===== src/rtl/bcast_fifo.sv =====
// Broadcast FIFO: one writer, READER_NUM independent first-word-fall-through readers sharing one store.
// Define BCAST_FIFO_ERR_EN to build the sticky overflow/underflow flags; otherwise they are tied to 0.
module bcast_fifo #(
    parameter int DEPTH_LG2    = 4,
    parameter int DATA_WIDTH   = 32,
    parameter int READER_NUM   = 4,
    parameter int AFULL_THRESH = (1 << DEPTH_LG2) - 2,
    parameter bit RST_MEM      = 1'b0
) (
    input  logic                                  clk,
    input  logic                                  rst_n,
    input  logic                                  wren_i,
    input  logic [DATA_WIDTH-1:0]                 wdata_i,
    output logic                                  full_o,
    output logic                                  afull_o,
    input  logic [READER_NUM-1:0]                 rd_active_i,
    input  logic [READER_NUM-1:0]                 rden_i,
    output logic [READER_NUM-1:0]                 empty_o,
    output logic [READER_NUM-1:0][DATA_WIDTH-1:0] rdata_o,
    output logic                                  err_ovf_o,
    output logic [READER_NUM-1:0]                 err_udf_o
);

    localparam int DEPTH = 1 << DEPTH_LG2;
    localparam int PW    = DEPTH_LG2 + 1;
    localparam logic [PW-1:0] DEPTH_P = PW'(DEPTH);
    localparam logic [PW-1:0] AFULL_P = PW'(AFULL_THRESH);

    logic [DATA_WIDTH-1:0]         mem [DEPTH];
    logic [PW-1:0]                 wrptr, wrptr_n;
    logic [READER_NUM-1:0][PW-1:0] rdptr, rdptr_n;
    logic                          wr_accept;
    logic [READER_NUM-1:0]         rd_accept;
    logic [READER_NUM-1:0]         empty_n;
    logic [PW-1:0]                 occ;
    logic [PW-1:0]                 occ_max;
    logic                          full_n;
    logic                          afull_n;

    // Inactive readers track the writer so they never hold back the fill level.
    always_comb begin
        wr_accept = wren_i & ~full_o;
        wrptr_n   = wrptr + PW'(wr_accept);
        rd_accept = rden_i & rd_active_i & ~empty_o;
        occ       = '0;
        occ_max   = '0;
        for (int i = 0; i < READER_NUM; i++) begin
            rdptr_n[i] = rd_active_i[i] ? rdptr[i] + PW'(rd_accept[i]) : wrptr_n;
            occ        = wrptr_n - rdptr_n[i];
            empty_n[i] = (wrptr_n == rdptr_n[i]) | ~rd_active_i[i];
            if (rd_active_i[i] && (occ > occ_max)) begin
                occ_max = occ;
            end
        end
        full_n  = (occ_max == DEPTH_P);
        afull_n = (occ_max >= AFULL_P);
    end

    always_ff @(posedge clk) begin
        if (!rst_n) begin
            wrptr   <= '0;
            rdptr   <= '0;
            full_o  <= 1'b0;
            afull_o <= 1'b0;
            empty_o <= '1;
        end else begin
            wrptr   <= wrptr_n;
            rdptr   <= rdptr_n;
            full_o  <= full_n;
            afull_o <= afull_n;
            empty_o <= empty_n;
        end
    end

    generate
        if (RST_MEM) begin : g_mem_rst
            always_ff @(posedge clk) begin
                if (!rst_n) begin
                    for (int k = 0; k < DEPTH; k++) begin
                        mem[k] <= '0;
                    end
                end else if (wr_accept) begin
                    mem[wrptr[DEPTH_LG2-1:0]] <= wdata_i;
                end
            end
        end else begin : g_mem
            always_ff @(posedge clk) begin
                if (rst_n && wr_accept) begin
                    mem[wrptr[DEPTH_LG2-1:0]] <= wdata_i;
                end
            end
        end
    endgenerate

    always_comb begin
        for (int i = 0; i < READER_NUM; i++) begin
            rdata_o[i] = mem[rdptr[i][DEPTH_LG2-1:0]];
        end
    end

`ifdef BCAST_FIFO_ERR_EN
    // Flags latch on any attempt the corresponding registered flag would refuse.
    always_ff @(posedge clk) begin
        if (!rst_n) begin
            err_ovf_o <= 1'b0;
            err_udf_o <= '0;
        end else begin
            if (wren_i && full_o) begin
                err_ovf_o <= 1'b1;
            end
            err_udf_o <= err_udf_o | (rden_i & empty_o);
        end
    end
`else
    assign err_ovf_o = 1'b0;
    assign err_udf_o = '0;
`endif

endmodule


===== config.mk =====
export PLATFORM = sky130hd
export DESIGN_NAME = bcast_fifo
export DESIGN_NICKNAME = d
export VERILOG_FILES = /design/src/rtl/bcast_fifo.sv
export SDC_FILE = /design/constraint.sdc
export NUM_CORES = 1
export LEC_CHECK = 0
export BUFFER_PORTS_ARGS = -buffer_cell sky130_fd_sc_hd__buf_2
export CAP_MARGIN = 20
export CORE_ASPECT_RATIO = 0.8
export CORE_MARGIN = 2
export CORE_UTILIZATION = 35
export DETAILED_ROUTE_END_ITERATION = 8
export PLACE_DENSITY = 0.53
export SETUP_SLACK_MARGIN = 0.5
export SYNTH_ARGS = -nofsm -noshare
export SYNTH_HDL_FRONTEND = slang
export SYNTH_SLANG_ARGS = --single-unit

===== constraint.sdc =====
create_clock -name clk -period 10.51 [get_ports clk]
set_clock_uncertainty 0.1 [all_clocks]
set_input_delay 2.102 -clock clk [delete_from_list [all_inputs] [get_ports clk]]
set_output_delay 2.102 -clock clk [all_outputs]
set_load 0.02 [all_outputs]

# [Yosys cells after proc, flatten, opt, wreduce, memory -nomap -nowiden]
# Memories as Yosys holds them, arrays and structs flattened. A register that Yosys moved wholly into a read port is not among the register bits.
# Index checks and enable logic that the tools add are counted.
[classes] add_sub_neg=9 order_cmp=5 n_eq_ne=5 muxes=14 bitwise_logic=13 reduce_logical=5
[ops] cell="two-way mux 5 bit" n=8
[ops] cell="adder 5 x 1 -> 5 bit" n=5
[ops] cell="== test 5 bit" n=4
[ops] cell="subtractor 5 bit" n=4
[ops] cell="two-way mux 4 bit" n=4
[ops] cell="> comparator 5 bit" n=3
[ops] cell="AND 4 bit" n=2
[ops] cell="== test 5 bit (second input constant)" n=1
[ops] cell="greater-or-equal comparator 5 x 4 -> 1 bit (second input constant)" n=1
[ops] cell="> comparator 5 x 1 -> 1 bit (second input constant)" n=1
[ops] cell="logical AND 1 bit" n=5
[ops] cell="inverter 1 bit" n=5
[ops] cell="inverter 4 bit" n=1
[ops] cell="OR 1 bit" n=4
[ops] cell="two-way mux 1 bit" n=2
[ops] cell="AND 1 bit" n=1
[totals] ff_bits=31 ram_bits=512 in_bits=43 out_inout_bits=139 word_cells=60 n_memories=1
[mem_list] name="mem" depth=16 word_bits=32 read_ports=4 rd_clocked_by_memory_dff=4 wr=1 line_no="29" text="logic [DATA_WIDTH-1:0] mem [DEPTH];"

# [Logic depth before layout (Yosys ltp)]
[logic_depth] word_depth=18 ltp_mapped=40 ltp_nobuf=38

# [Worst setup path before layout]
# Ideal clock, no wire load.
[synth_timing] kind="input -> register" start="input rd_active_i[0]" end="register full_o" setup_time_ns=0.080 arrival_ns=8.240 required_time_ns=10.330 slack_ns=2.091 cell_stages=37 path_buffers=2 cell_sequence="buf_2 buf_1 nand2_1 nor2_1 ha_1 xnor2_4 xnor2_1 nand2_1 ha_1 a21oi_1 o22ai_1 a21oi_1 xnor2_1 nor2_1 inv_1 ha_1 and2_1 a41oi_1 o21a_1 mux2_2 inv_1 ha_1 inv_1 a31oi_1 o2111ai_1 o32ai_4 mux2i_1 inv_1 ha_1 nor2b_1 o21a_1 o21a_1 o21ai_0 a21oi_1 and4b_1 a21oi_1 nor3b_1"
[synth_between] elab_chain_len=18
[synth_lines] item="start: declaration" line_no="16" text="input logic [READER_NUM-1:0] rd_active_i,"
[synth_lines] item="AND 4 bit (2 in series)" line_no="44" text="rd_accept = rden_i & rd_active_i & ~empty_o;"
[synth_lines] item="adder 5 x 1 -> 5 bit" line_no="48" text="rdptr_n[i] = rd_active_i[i] ? rdptr[i] + PW'(rd_accept[i]) : wrptr_n;"
[synth_lines] item="two-way mux 5 bit" line_no="48"
[synth_lines] item="subtractor 5 bit" line_no="49" text="occ = wrptr_n - rdptr_n[i];"
[synth_lines] item="> comparator 5 x 1 -> 1 bit" line_no="51" text="if (rd_active_i[i] && (occ > occ_max)) begin"
[synth_lines] item="logical AND 1 bit" line_no="51"
[synth_lines] item="two-way mux 5 bit *" line_no="51"
[synth_lines] item="> comparator 5 bit" line_no="51"
[synth_lines] item="logical AND 1 bit" line_no="51"
[synth_lines] item="two-way mux 5 bit *" line_no="51"
[synth_lines] item="> comparator 5 bit" line_no="51"
[synth_lines] item="logical AND 1 bit" line_no="51"
[synth_lines] item="two-way mux 5 bit *" line_no="51"
[synth_lines] item="> comparator 5 bit" line_no="51"
[synth_lines] item="logical AND 1 bit" line_no="51"
[synth_lines] item="two-way mux 5 bit *" line_no="51"
[synth_lines] item="== test 5 bit *" line_no="55" text="full_n = (occ_max == DEPTH_P);"
[synth_lines] item="end signal: assignment" line_no="69" text="full_o <= full_n;"
[synth_lines] item="end: declaration" line_no="14" text="output logic full_o,"
# Every way passes the cells marked *; elsewhere a longest branch is shown, timed or not.
# A chain may end at the register's enable or synchronous reset.

# [Final worst setup path]
[layout_timing] start="input wren_i" end="register full_o"
[layout_between] elab_chain_len=17 elab_cells_between_ends=23 classes_between="5 x add/sub; 4 x order compare; 1 x eq/ne; 8 x mux; 1 x bitwise; 4 x reduce/logical"
[layout_lines] item="start: declaration" line_no="12" text="input logic wren_i,"
[layout_lines] item="AND 1 bit *" line_no="42" text="wr_accept = wren_i & ~full_o;"
[layout_lines] item="adder 5 x 1 -> 5 bit *" line_no="43" text="wrptr_n = wrptr + PW'(wr_accept);"
[layout_lines] item="net wrptr_n[1]" line_no="30" text="logic [PW-1:0] wrptr, wrptr_n;"
[layout_lines] item="two-way mux 5 bit" line_no="48"
[layout_lines] item="subtractor 5 bit" line_no="49"
[layout_lines] item="> comparator 5 x 1 -> 1 bit" line_no="51"
[layout_lines] item="logical AND 1 bit" line_no="51"
[layout_lines] item="two-way mux 5 bit" line_no="51"
[layout_lines] item="(+2 left out)"
[layout_lines] item="two-way mux 5 bit" line_no="51"
[layout_lines] item="> comparator 5 bit" line_no="51"
[layout_lines] item="logical AND 1 bit" line_no="51"
[layout_lines] item="two-way mux 5 bit" line_no="51"
[layout_lines] item="> comparator 5 bit" line_no="51"
[layout_lines] item="logical AND 1 bit" line_no="51"
[layout_lines] item="two-way mux 5 bit *" line_no="51"
[layout_lines] item="== test 5 bit *" line_no="55"
# The timed path passes the listed nets; every way through them passes the cells marked *.

==> metrics.json <==
{
  "synthArstFlopShare": {"value": 0, "unit": "%"},
  "wirelength": {"value": 108000, "unit": "um"},
  "post_synth_fa_ha_maj_area_fraction": {"value": 1.57, "unit": "%"},
  "critical_path_class": {"value": "in -> reg"},
  "drt-pass1-iter-count": {"value": 6},
  "grt.overflow.total": {"value": 0},
  "library_cell_with_the_highest_instance_count_after_synthesis": {"value": "mux4_2"},
  "htree_levels": {"value": 2},
  "max_capacitance_violation_count": {"value": 0},
  "fill_cells": {"value": 8326},
  "r2r-start": {"value": "rdptr[5]$_SDFF_PN0_"},
  "critPathBufInv": {"value": 4},
  "synthTopCellsByCount": {"value": "mux4_2 (640), edfxtp_1 (512), clkbuf_1 (90), buf_1 (61), nor2_1 (42)"},
  "hold_path.startpoint": {"value": "wrptr[4]$_SDFF_PN0_"},
  "synthXorXnorAreaFrac": {"value": 0.994, "unit": "%"},
  "wl_per_cell": {"value": 34.9, "unit": "um"},
  "p_seq_share": {"value": 36.9, "unit": "%"},
  "cts_hold_buffers": {"value": 0},
  "nets": {"value": 1877},
  "die_height": {"value": 280, "unit": "um"},
  "numClockSinks": {"value": 543},
  "floorplan.initialDensity": {"value": 35.2, "unit": "%"},
  "start_kind": {"value": "primary input"},
  "power-per-cell-area": {"value": 182, "unit": "mW/mm^2"},
  "clock-root-buffer": {"value": "clkbuf_16"},
  "power.share.combinational": {"value": 31.2, "unit": "%"},
  "cts_tree": {"value": "yes"},
  "synth_area": {"value": 0.0334, "unit": "mm^2"},
  "grt_pass1_wl": {"value": 154000, "unit": "um"},
  "layout-area-overhead-vs-synth": {"value": 13.3, "unit": "%"},
  "core_area": {"value": 0.0947, "unit": "mm^2"},
  "drc_violation_total_after_the_first_tritonroute_iteration": {"value": 2288},
  "floorplan.die_area": {"value": 0.0978, "unit": "mm^2"},
  "post_synth.cell_area_avg": {"value": 20.0, "unit": "um^2"},
  "synth_simple_gate_area_share": {"value": 1.96, "unit": "%"},
  "boundaryPins": {"value": 182},
  "total_setup_buffers_inserted_after_cts": {"value": 0},
  "routed_via_density": {"value": 6.42},
  "max_freq": {"value": 113, "unit": "MHz"},
  "period_needed": {"value": 8830, "unit": "ps"},
  "largest_family_of_logic_cells_by_synthesized_area": {"value": "multiplexers"},
  "postPlaceCellArea": {"value": 0.0357, "unit": "mm^2"},
  "seq_area_frac_synth": {"value": 48.0, "unit": "%"},
  "grt_start_max_net_pins": {"value": 53},
  "dr_total_vias": {"value": 19800},
  "hold_viol": {"value": 0},
  "globalRouteTotalUtil": {"value": 22.2, "unit": "%"},
  "worst-endpoint-arrival": {"value": 9300, "unit": "ps"},
  "drive_gt1_share": {"value": 54.3, "unit": "%"},
  "cts_resized": {"value": 0},
  "cell_internal_pwr": {"value": 4720, "unit": "uW"},
  "yosysWarningCount": {"value": 0},
  "synth_edf_count": {"value": 512},
  "timing.critical_path.slowest_cell_delay": {"value": 500, "unit": "ps"},
  "remaining_drc_errors": {"value": 0},
  "yosys_top_cell_by_area": {"value": "edfxtp_1"},
  "netSwitchingPower": {"value": 2150, "unit": "uW"},
  "path_clk_slew": {"value": 60, "unit": "ps"},
  "number_of_antenna_violations_at_the_first_check_in_global_routing": {"value": 8},
  "worstPathRequired": {"value": 10970, "unit": "ps"},
  "timing.critical_path.from": {"value": "wren_i"},
  "setup_viol": {"value": 0},
  "grt_pass1_vias": {"value": 20600},
  "kind_of_cell_with_the_highest_combined_delay_on_the_critical_path": {"value": "compound AO/OA/AOI/OAI gates"},
  "p_clk_share": {"value": 31.9, "unit": "%"},
  "synthesized_area_fraction_occupied_by_ao_oa_aoi_and_oai_cells": {"value": 1.72, "unit": "%"},
  "fin_area": {"value": 0.0378, "unit": "mm^2"},
  "period_share": {"value": 84.0, "unit": "%"},
  "numPortBuffers": {"value": 176},
  "synth_largest_type_area_fraction": {"value": 46.1, "unit": "%"},
  "totalNegativeSetupSlack": {"value": 0, "unit": "ps"},
  "timing.max_slew.rel_slack": {"value": 26.3, "unit": "%"},
  "die_width": {"value": 349, "unit": "um"},
  "grt_setup_unrepaired": {"value": "no"},
  "final-max-slew-violation-count": {"value": 0},
  "synth_cell_types": {"value": 66},
  "detailedPlacementHpwl": {"value": 61300, "unit": "um"},
  "p_total": {"value": 6860, "unit": "uW"},
  "timing.critical_path.mode_cell": {"value": "ha_1"},
  "multiInputGateArea": {"value": 0.0167, "unit": "mm^2"},
  "cell_count_after_synthesis": {"value": 1665},
  "standard_cell_with_the_maximum_stage_delay_on_the_critical_path": {"value": "o21ai_1"},
  "power.share.switching": {"value": 31.3, "unit": "%"},
  "synth.ff_latch_count": {"value": 543},
  "row_count": {"value": 101},
  "ys_top_cells_by_area": {"value": "edfxtp_1 (46%), mux4_2 (43%), dfxtp_1 (1.9%)"},
  "outcome": {"value": "complete, no violations"},
  "hold_path_class": {"value": "reg -> reg"},
  "clock_insertion_delay_worst_skew": {"value": 660, "unit": "ps"},
  "endpoint_kind": {"value": "flip-flop"},
  "synth.mux.area_fraction": {"value": 43.6, "unit": "%"},
  "sequential_area": {"value": 0.0160, "unit": "mm^2"},
  "clk_path_buf_depth": {"value": 3},
  "timing_worst_slew_pin_value": {"value": 1100, "unit": "ps"},
  "critPathMaxFanout": {"value": 11},
  "detail-route-antenna-nets": {"value": 0},
  "tritoncts.num_buffers": {"value": 60},
  "total_leakage_power": {"value": 0.0113, "unit": "uW"},
  "dominantRegCellSynth": {"value": "edfxtp_1"},
  "gp_routability_congestion": {"value": 0.811},
  "ir_drop": {"value": 0.115, "unit": "mV"}
}
-- through the flow --
| stage | hold WS (ps) | setup WS (ps) | utilization [%] | instances |
|---|---|---|---|---|
| after global routing | 575 | 972 | 39.9 | 3082 |
| after global placement | 520 | 1340 | 37.7 | 2964 |
| after CTS | 544 | 1780 | 39.8 | 3077 |
| after floorplan | 527 | 2090 | - | 1669 |
| final | 536 | 1680 | 39.9 | 3082 |
| after detailed placement | 529 | 1110 | 37.7 | 2965 |
-- worst min-delay path, stage by stage, from the launching register on --
cell and delay (ps):
dfxtp_1 320, xnor2_1 110, and2_1 160
-- power groups by stage --
| stage | sequential, uW | clock (uW) | combinational, uW |
|---|---|---|---|
| after floorplan | 2490 | 0 | 1590 |
| after global placement | 2580 | 0 | 2130 |
| after detailed placement | 2580 | 0 | 2150 |
| after CTS | 2540 | 2250 | 2160 |
| after global routing | 2540 | 2330 | 2280 |
| final | 2530 | 2190 | 2140 |
-- routing by layer --
metal	global-route usage [%]	routed length, um	vias to the layer above
met5	0	60	-
met3	4.81	8910	213
met4	6.98	3290	8
met2	35.8	52200	969
li1	-	-	7806
met1	30.1	43100	10800
-- logic make-up after synthesis --
| logic type | after synthesis |
|---|---|
| xor gates and xnor gates | 32 |
| buffers and inverters | 186 |
| adders and majority gates | 40 |
| and+or+nand+nor | 133 |
| DFF | 543 |
| AOI/OAI and AO/OA | 79 |
| muxes | 651 |
| other | 1 |
-- path summary, 6_finish.rpt --
kind	end	slack [ps]	cells after the start
max	full_o$_SDFF_PN0_	1680	37
min	wrptr[4]$_SDFF_PN0_	540	2
max reg2reg	full_o$_SDFF_PN0_	2770	33
min reg2reg	wrptr[4]$_SDFF_PN0_	540	2
-- final cells by class --
| type | count | share of cell area [%] |
|---|---|---|
| Antenna cell | 2 | 0.0132 |
| Sequential cell | 543 | 42.5 |
| Inverter | 24 | 0.238 |
| Timing Repair Buffer | 225 | 3.52 |
| Tap cell | 1236 | 4.09 |
| Multi-Input combinational cell | 940 | 44.3 |
| Clock inverter | 37 | 1.11 |
| Clock buffer | 75 | 4.24 |
-- cells in the final DEF (no fill, tap or decap), types with 5 or more instances in the layout --
master	instances
mux4_2	640
edfxtp_1	512
buf_2	176
clkbuf_16	62
buf_4	45
ha_1	37
nand2_1	35
nor2_1	30
inv_1	23
xnor2_1	20
o21ai_0	18
clkinv_1	15
dfxtp_1	15
clkbuf_1	13
a21oi_1	12
nor2_4	12
dfxtp_4	12
and2_1	11
nand3_1	10
xor2_1	9
bufinv_16	9
clkinv_2	8
mux2i_1	7
nand4_1	7
o21a_1	6
a211oi_1	6
o211ai_1	5
conb_1	5
-- state kept, by name, indices dropped and copies added, names as in the netlist --
name     flops
mem        512
rdptr       20
wrptr        5
empty_o      4
afull_o      1
full_o       1
Note: power is estimated with default switching activity, not from simulation.
